### src/rtl/k10_uart_pkg.sv
// k10_uart_pkg: shared receiver FSM states, oversampling constants, vote helper.
// Used by k10_uart_rx and the sync FIFO side.
package k10_uart_pkg;

    typedef enum logic [2:0] {
        IDLE   = 3'd0,
        START  = 3'd1,
        DATA   = 3'd2,
        PARITY = 3'd3,
        STOP   = 3'd4,
        BREAK  = 3'd5
    } rx_state_e;

    localparam int OVERSAMPLE = 16;
    localparam int SAMPLE_MID = 8;
    localparam int DATA_BITS  = 8;

    function automatic logic majority3(input logic a,
                                       input logic b,
                                       input logic c);
        return (a & b) | (a & c) | (b & c);
    endfunction

endpackage

### src/rtl/k10_uart_rx_if.sv
// k10_uart_rx_if: valid/ready byte stream between the RX FIFO and its consumer.
// master drives valid/data, slave drives ready.
interface k10_uart_rx_if #(
    parameter int W = 8
);
    logic         valid;
    logic         ready;
    logic [W-1:0] data;

    modport master (output valid, output data, input ready);
    modport slave  (input valid, input data, output ready);
endinterface

### src/rtl/k10_sync_fifo.sv
// k10_sync_fifo: generic first-word-fall-through FIFO with occupancy output.
// Read side is a valid/ready stream; empty head reads as zero.
module k10_sync_fifo #(
    parameter int  WIDTH = 8,
    parameter int  DEPTH = 8,
    localparam int AW    = $clog2(DEPTH)
) (
    input  logic             clk_i,
    input  logic             rst_ni,
    input  logic             push_i,
    input  logic [WIDTH-1:0] data_i,
    output logic             full_o,
    output logic [AW:0]      level_o,
    k10_uart_rx_if.master    rd
);
    localparam logic [AW:0] FULL_LVL = (AW+1)'(DEPTH);

    logic [WIDTH-1:0] mem_q [DEPTH];
    logic [AW-1:0]    wptr_q, wptr_d;
    logic [AW-1:0]    rptr_q, rptr_d;
    logic [AW:0]      level_q, level_d;
    logic             pop;
    logic             push_ok;

    assign pop      = rd.valid && rd.ready;
    assign full_o   = (level_q == FULL_LVL);
    // A pop in the same cycle frees the slot being written.
    assign push_ok  = push_i && (!full_o || pop);
    assign rd.valid = (level_q != '0);
    assign rd.data  = rd.valid ? mem_q[rptr_q] : '0;
    assign level_o  = level_q;

    always_comb begin
        wptr_d  = wptr_q;
        rptr_d  = rptr_q;
        level_d = level_q;
        if (push_ok) wptr_d = wptr_q + 1'b1;
        if (pop)     rptr_d = rptr_q + 1'b1;
        if (push_ok && !pop)      level_d = level_q + 1'b1;
        else if (pop && !push_ok) level_d = level_q - 1'b1;
    end

    always_ff @(posedge clk_i or negedge rst_ni) begin
        if (!rst_ni) begin
            wptr_q  <= '0;
            rptr_q  <= '0;
            level_q <= '0;
        end else begin
            wptr_q  <= wptr_d;
            rptr_q  <= rptr_d;
            level_q <= level_d;
        end
    end

    always_ff @(posedge clk_i) begin
        if (push_ok) mem_q[wptr_q] <= data_i;
    end

endmodule

### src/rtl/k10_uart_rx.sv
// k10_uart_rx: 8N1 UART receiver, 16x oversampling, 3-sample majority vote.
// Define K10_UART_RX_PARITY_EN to add a parity bit, i_parity_odd and o_parity_err.
module k10_uart_rx
    import k10_uart_pkg::*;
#(
    parameter int  FIFO_DEPTH = 8,
    parameter int  DIV_W      = 16,
    localparam int LW         = $clog2(FIFO_DEPTH) + 1
) (
    input  logic                 i_clk,
    input  logic                 i_rst_n,
    input  logic [DIV_W-1:0]     i_baud_div,
    input  logic                 i_rx_en,
    input  logic                 i_rx,
`ifdef K10_UART_RX_PARITY_EN
    input  logic                 i_parity_odd,
    output logic                 o_parity_err,
`endif
    output logic                 o_rx_valid,
    output logic [DATA_BITS-1:0] o_rx_data,
    input  logic                 i_rx_ready,
    output logic                 o_frame_err,
    output logic                 o_overrun,
    output logic [LW-1:0]        o_fifo_level,
    output logic                 o_busy
);
    localparam logic [3:0] SMP_A    = 4'(SAMPLE_MID - 1);
    localparam logic [3:0] SMP_B    = 4'(SAMPLE_MID);
    localparam logic [3:0] SMP_EVAL = 4'(SAMPLE_MID + 1);
    localparam logic [3:0] SMP_LAST = 4'(OVERSAMPLE - 1);
    localparam int         IW       = $clog2(DATA_BITS);
    localparam logic [IW-1:0] IDX_LAST = IW'(DATA_BITS - 1);

    logic                 sync1_q, sync2_q, prev_q;
    rx_state_e            state_q, state_d;
    logic [DIV_W-1:0]     cnt_q, cnt_d;
    logic [3:0]           smp_q, smp_d;
    logic                 sa_q, sa_d, sb_q, sb_d;
    logic [IW-1:0]        idx_q, idx_d;
    logic [DATA_BITS-1:0] shift_q, shift_d;
    logic                 ferr_q, ferr_d;
    logic                 ovr_q, ovr_d;
    logic                 line, tick, maj, at_eval, at_last;
    logic                 push, pop, fifo_full;
`ifdef K10_UART_RX_PARITY_EN
    logic                 par_q, par_d;
    logic                 perr_q, perr_d;
`endif

    k10_uart_rx_if #(.W(DATA_BITS)) rd_if ();

    assign line       = sync2_q;
    assign tick       = (state_q != IDLE) && (cnt_q == '0);
    assign maj        = majority3(sa_q, sb_q, line);
    assign at_eval    = tick && (smp_q == SMP_EVAL);
    assign at_last    = tick && (smp_q == SMP_LAST);
    assign pop        = rd_if.valid && rd_if.ready;
    assign rd_if.ready = i_rx_ready;
    assign o_rx_valid = rd_if.valid;
    assign o_rx_data  = rd_if.data;
    assign o_frame_err = ferr_q;
    assign o_overrun  = ovr_q;
    assign o_busy     = (state_q != IDLE);
`ifdef K10_UART_RX_PARITY_EN
    assign o_parity_err = perr_q;
`endif

    always_comb begin
        state_d = state_q;
        cnt_d   = cnt_q;
        smp_d   = smp_q;
        sa_d    = sa_q;
        sb_d    = sb_q;
        idx_d   = idx_q;
        shift_d = shift_q;
        ferr_d  = 1'b0;
        ovr_d   = 1'b0;
        push    = 1'b0;
`ifdef K10_UART_RX_PARITY_EN
        par_d   = par_q;
        perr_d  = 1'b0;
`endif
        // Tick phase is held at reload in IDLE so it aligns to the start edge.
        if (state_q == IDLE || tick) cnt_d = i_baud_div;
        else                         cnt_d = cnt_q - 1'b1;
        if (tick) begin
            smp_d = smp_q + 4'd1;
            if (smp_q == SMP_A) sa_d = line;
            if (smp_q == SMP_B) sb_d = line;
        end
        if (!i_rx_en) begin
            state_d = IDLE;
        end else begin
            unique case (state_q)
                IDLE: begin
                    if (prev_q && !line) begin
                        state_d = START;
                        smp_d   = '0;
                    end
                end
                START: begin
                    if (at_eval && maj) begin
                        state_d = IDLE;
                    end else if (at_last) begin
                        state_d = DATA;
                        idx_d   = '0;
                    end
                end
                DATA: begin
                    if (at_eval) shift_d[idx_q] = maj;
                    if (at_last) begin
                        idx_d = idx_q + 1'b1;
                        if (idx_q == IDX_LAST) begin
`ifdef K10_UART_RX_PARITY_EN
                            state_d = PARITY;
`else
                            state_d = STOP;
`endif
                        end
                    end
                end
`ifdef K10_UART_RX_PARITY_EN
                PARITY: begin
                    if (at_eval) par_d = maj;
                    if (at_last) state_d = STOP;
                end
`endif
                STOP: begin
                    if (at_eval) begin
`ifdef K10_UART_RX_PARITY_EN
                        perr_d = par_q != ((^shift_q) ^ i_parity_odd);
`endif
                        if (maj) begin
                            if (fifo_full && !pop) ovr_d = 1'b1;
                            else                   push  = 1'b1;
                            state_d = IDLE;
                        end else begin
                            ferr_d  = 1'b1;
                            state_d = BREAK;
                        end
                    end
                end
                BREAK: begin
                    if (line) state_d = IDLE;
                end
                default: state_d = IDLE;
            endcase
        end
    end

    always_ff @(posedge i_clk or negedge i_rst_n) begin
        if (!i_rst_n) begin
            sync1_q <= 1'b1;
            sync2_q <= 1'b1;
            prev_q  <= 1'b1;
            state_q <= IDLE;
            cnt_q   <= '0;
            smp_q   <= '0;
            sa_q    <= 1'b1;
            sb_q    <= 1'b1;
            idx_q   <= '0;
            shift_q <= '0;
            ferr_q  <= 1'b0;
            ovr_q   <= 1'b0;
        end else begin
            sync1_q <= i_rx;
            sync2_q <= sync1_q;
            prev_q  <= sync2_q;
            state_q <= state_d;
            cnt_q   <= cnt_d;
            smp_q   <= smp_d;
            sa_q    <= sa_d;
            sb_q    <= sb_d;
            idx_q   <= idx_d;
            shift_q <= shift_d;
            ferr_q  <= ferr_d;
            ovr_q   <= ovr_d;
        end
    end

`ifdef K10_UART_RX_PARITY_EN
    always_ff @(posedge i_clk or negedge i_rst_n) begin
        if (!i_rst_n) begin
            par_q  <= 1'b0;
            perr_q <= 1'b0;
        end else begin
            par_q  <= par_d;
            perr_q <= perr_d;
        end
    end
`endif

    k10_sync_fifo #(
        .WIDTH (DATA_BITS),
        .DEPTH (FIFO_DEPTH)
    ) u_fifo (
        .clk_i   (i_clk),
        .rst_ni  (i_rst_n),
        .push_i  (push),
        .data_i  (shift_q),
        .full_o  (fifo_full),
        .level_o (o_fifo_level),
        .rd      (rd_if)
    );

endmodule

### config.mk
export PLATFORM = sky130hd
export DESIGN_NAME = k10_uart_rx
export DESIGN_NICKNAME = d
export VERILOG_FILES = /design/src/rtl/k10_uart_pkg.sv /design/src/rtl/k10_uart_rx_if.sv /design/src/rtl/k10_sync_fifo.sv /design/src/rtl/k10_uart_rx.sv
export SDC_FILE = /design/constraint.sdc
export NUM_CORES = 1
export LEC_CHECK = 0
export BUFFER_PORTS_ARGS = -buffer_cell sky130_fd_sc_hd__clkbuf_2
export CAP_MARGIN = 20
export CELL_PAD_IN_SITES_DETAIL_PLACEMENT = 0
export CELL_PAD_IN_SITES_GLOBAL_PLACEMENT = 1
export CORE_MARGIN = 2
export CORE_UTILIZATION = 54
export DETAILED_ROUTE_END_ITERATION = 16
export GPL_ROUTABILITY_DRIVEN = 0
export PLACE_DENSITY_LB_ADDON = 0.1
export SETUP_SLACK_MARGIN = 0.5
export SYNTH_ARGS = -nofsm -noshare
export SYNTH_HDL_FRONTEND = slang
export SYNTH_HIERARCHICAL = 1
export SYNTH_SLANG_ARGS = --single-unit
### constraint.sdc
create_clock -name i_clk -period 9.15 [get_ports i_clk]
set_clock_uncertainty 0.2 [all_clocks]
set_input_delay 1.83 -clock i_clk [delete_from_list [all_inputs] [get_ports i_clk]]
set_output_delay 1.83 -clock i_clk [all_outputs]
set_load 0.005 [all_outputs]
==> summary.md <==
| Metric | Value |
|---|---|
| Status | finished, final reports clean |
| Internal power component | 1.09 mW |
| Initial DRC Count | 107 |
| Num Clock Sinks | 115 |
| Layout cell share with drive strength beyond 1 | 25.5% |
| Max VDD drop | between 0.15 and 0.2 mV |
| Residual DRC | 0 |
| Initial Util | around 55% |
| Via/cell ratio | 5.54 |
| Buffers on Ports | 36 |
| Tot GR Track Use | approximately a fifth |
| HP Class | flip-flop to flip-flop |
| Most frequent cells in the layout | edfxtp_1 (64), dfrtp_1 (46), clkbuf_2 (36), nand2_1 (31), o21ai_0 (20) |
| Largest fanout on the critical path | 7 |
| Worst path arrival time | 4.76 ns |
| TNS Setup | 0 ns |
| Hold_buf cts | 0 |
| GR Layer Usage met3 | around 5.9% |
| Pwr/cell area | between 200 and 250 nW/µm² |
| Htree depth | 4 |
| Commonest non-fill, non-tap cell in the layout | edfxtp_1 |
| Cts bufs inserted | 17 |
| Final global-route overflow total | 0 |
| First-pass GRT wire length | 15,400 µm |
| Clk pwr share | ~41% |
| Clock tree buffer depth | 2 |
| Cells after synthesis | 386 |
| Core area | 9640 µm² |
| Period utilization | 50.0% |
| # fillers | around 760 |
| Mean Syn Cell Area | 13.7 µm² |
| Area Growth Syn to Fin | 17.0% |
| Layout Nets | between 400 and 500 |
| Root Buffer Master | clkbuf_8 |
| RSZ-0062 raised after global routing | false |
| DR pass1 iterations | 4 |
| Post-Syn Area | between 5000 and 6000 µm² |
| Final core occ | 64.0% |
| Worst slew pin tran | 0.767 ns |
| Slew Limit Fails | 0 |
| Number of synthesis warnings | 6 |
| Vias in the first global route | 3,134 |
| GRT busiest layer | met2 |
| Register area share after synthesis | between 60% and 70% |
| CP Launch Type | input port |
| Placement Rows | 36 |
| Sw Share | 28.4% |
| Post-synth EDFFs | 64 |
| Clk Latency, worst-skew pair | 0.51 ns |
| Final min period | 4.57 ns |
| CTS-repair resized insts | 0 |
| Post-synth net total | 419 |
| Final setup viols | 0 |
| M1 GR Usage | roughly 25% |
| Initial antenna violation count | 0 |
| Avg WL per Cell | 16.2 µm |
| Largest net degree at the start of global routing | 52 |
| CTS tree | built |
| Die Height | 103 µm |
| Dpl hpwl | 6260 µm |
| Seq cells post-synth | 115 |
| Via count | between 3,000 and 4,000 |
| Inserted Diodes | 0 |
| M2 GR Usage | 32.0% |
| Leak | 2.47 nW |
| Setup bufs post-CTS | 0 |
| Combinational share of power | 16.5% |
| Async S/R FF share, synth | roughly 44% |
| Number of max-cap violations | 0 |
| Relative slew slack | 48.7% |
| Routed WL | 9320 µm |
| Reg clk slew, reported paths | 0.06 ns |
| Die width | between 100 and 150 µm |
| Antenna-violating nets left | 0 |
| FMAX | 219 MHz |
| Sw Pwr | 0.433 mW |
| CP Class | input port to flip-flop |
| Die ar. | 10,600 µm² |
| Worst setup EP type | flip-flop |
| Sequential share of power | 42.6% |
| Primary FF master, synth | edfxtp_1 |
| CP required | 9.34 ns |
| Synth unique cells | 52 |
| # IOs | 37 |
| Hold Vio Cnt, Final | 0 |
## per-stage QoR
step | setup WS, ns | hold slack, ns | power (mW) | std cells | instance area (µm²)
5_1_grt | 4.39 | 0.169 | 1.60 | 576 | 6170
4_1_cts | 4.53 | 0.159 | 1.53 | 571 | 6110
3_3_place_gp | 4.24 | 0.147 | 0.897 | 538 | 5530
2_1_floorplan | 4.64 | 0.145 | 0.849 | 386 | 5270
3_5_place_dp | 4.11 | 0.151 | 0.904 | 539 | 5540
6_report | 4.58 | 0.159 | 1.52 | 576 | 6170
## sequential cells by signal, summed over array words and instances, names as in the netlist
name	cells
u_fifo/mem_q	64
cnt_q	16
shift_q	8
smp_q	4
u_fifo/level_o	4
idx_q	3
state_q	3
u_fifo/rptr_q	3
u_fifo/wptr_q	3
line	1
o_frame_err	1
o_overrun	1
prev_q	1
sa_q	1
sb_q	1
sync1_q	1
## power by group through the flow
| stage | Combinational [mW] | Clock [mW] | Sequential [mW] |
|---|---|---|---|
| 3_3_place_gp | 0.240 | 0 | 0.657 |
| 3_5_place_dp | 0.245 | 0 | 0.658 |
| 5_1_grt | 0.289 | 0.656 | 0.658 |
| 4_1_cts | 0.246 | 0.634 | 0.649 |
| 6_report | 0.252 | 0.622 | 0.649 |
| 2_1_floorplan | 0.215 | 0 | 0.634 |
## worst max-delay path: stages
cell	delay, ns
clkbuf_2	0.12
nor2b_1	0.21
nand3b_1	0.16
or3_1	0.38
a21oi_1	0.29
o21ai_2	0.19
inv_1	0.09
ha_1	0.24
inv_1	0.13
ha_1	0.37
or4_1	0.54
o211ai_1	0.12
o211ai_1	0.10
## synthesized netlist by cell type, types with 3 or more instances
master,instances,area (µm²)
or3_1,9,56.3
ha_1,11,138
a22o_1,8,70.1
nand4_1,8,50.1
a21oi_1,7,35.0
o21ai_0,20,100
nand2b_1,4,25.0
nor4_1,7,43.8
xnor2_1,17,149
nor2_1,17,63.8
nand3_1,10,50.1
xor2_1,4,35.0
dfrtp_1,46,1150
nand3b_1,4,30.0
mux4_2,16,360
or4_1,3,22.5
buf_6,3,33.8
buf_2,6,30.0
inv_1,14,52.6
nor2b_1,4,25.0
nor3_1,11,55.1
edfxtp_1,64,1920
o211ai_1,5,37.5
clkbuf_1,9,33.8
mux2_1,7,78.8
nand2_1,31,116
mux2_2,8,90.1
dfstp_2,5,131
## worst paths after layout
| kind | startpoint | end | slack [ns] | cells after the start |
|---|---|---|---|---|
| worst max-delay path | i_rx_en | u_fifo/level_o[3] | 4.58 | 13 |
| worst min-delay path | sync1_q | line | 0.16 | 0 |
| worst max register to register | cnt_q[0] | u_fifo/level_o[3] | 4.78 | 15 |
| worst min register to register | sync1_q | line | 0.16 | 0 |
| max in group asynchronous | i_rst_n | shift_q[3] | 7.08 | 2 |
| min in group asynchronous | i_rst_n | cnt_q[0] | 1.23 | 2 |
## cell families (layout without fill, tap and decap cells)
group	after synthesis	in the layout	share of synthesized area, %
compound gates	52	52	6.46
xor+xnor	21	21	3.49
fa+ha+maj	13	13	3.18
buf+inv	33	90	2.92
flops	115	115	60.8
mux	33	33	10.4
simple gates	119	119	12.7
## final cells by class
class / count / area (µm²) / area share [%]
Sequential cell: 115 / 3200 / 51.9
Multi-Input combinational cell: 238 / 1920 / 31.1
Clock buffer: 17 / 414 / 6.71
Timing Repair Buffer: 44 / 259 / 4.20
Tap cell: 133 / 166 / 2.70
Clock inverter: 15 / 156 / 2.54
Inverter: 14 / 52.6 / 0.852
## layer usage
| layer | share of wire [%] | wire, µm |
|---|---|---|
| met1 | 45 | 4200 |
| met2 | 50 | 4670 |
| met3 | 3.9 | 363 |
| met4 | 0.89 | 83 |
| met5 | 0 | 0 |
(Power assumes the default switching activity.)
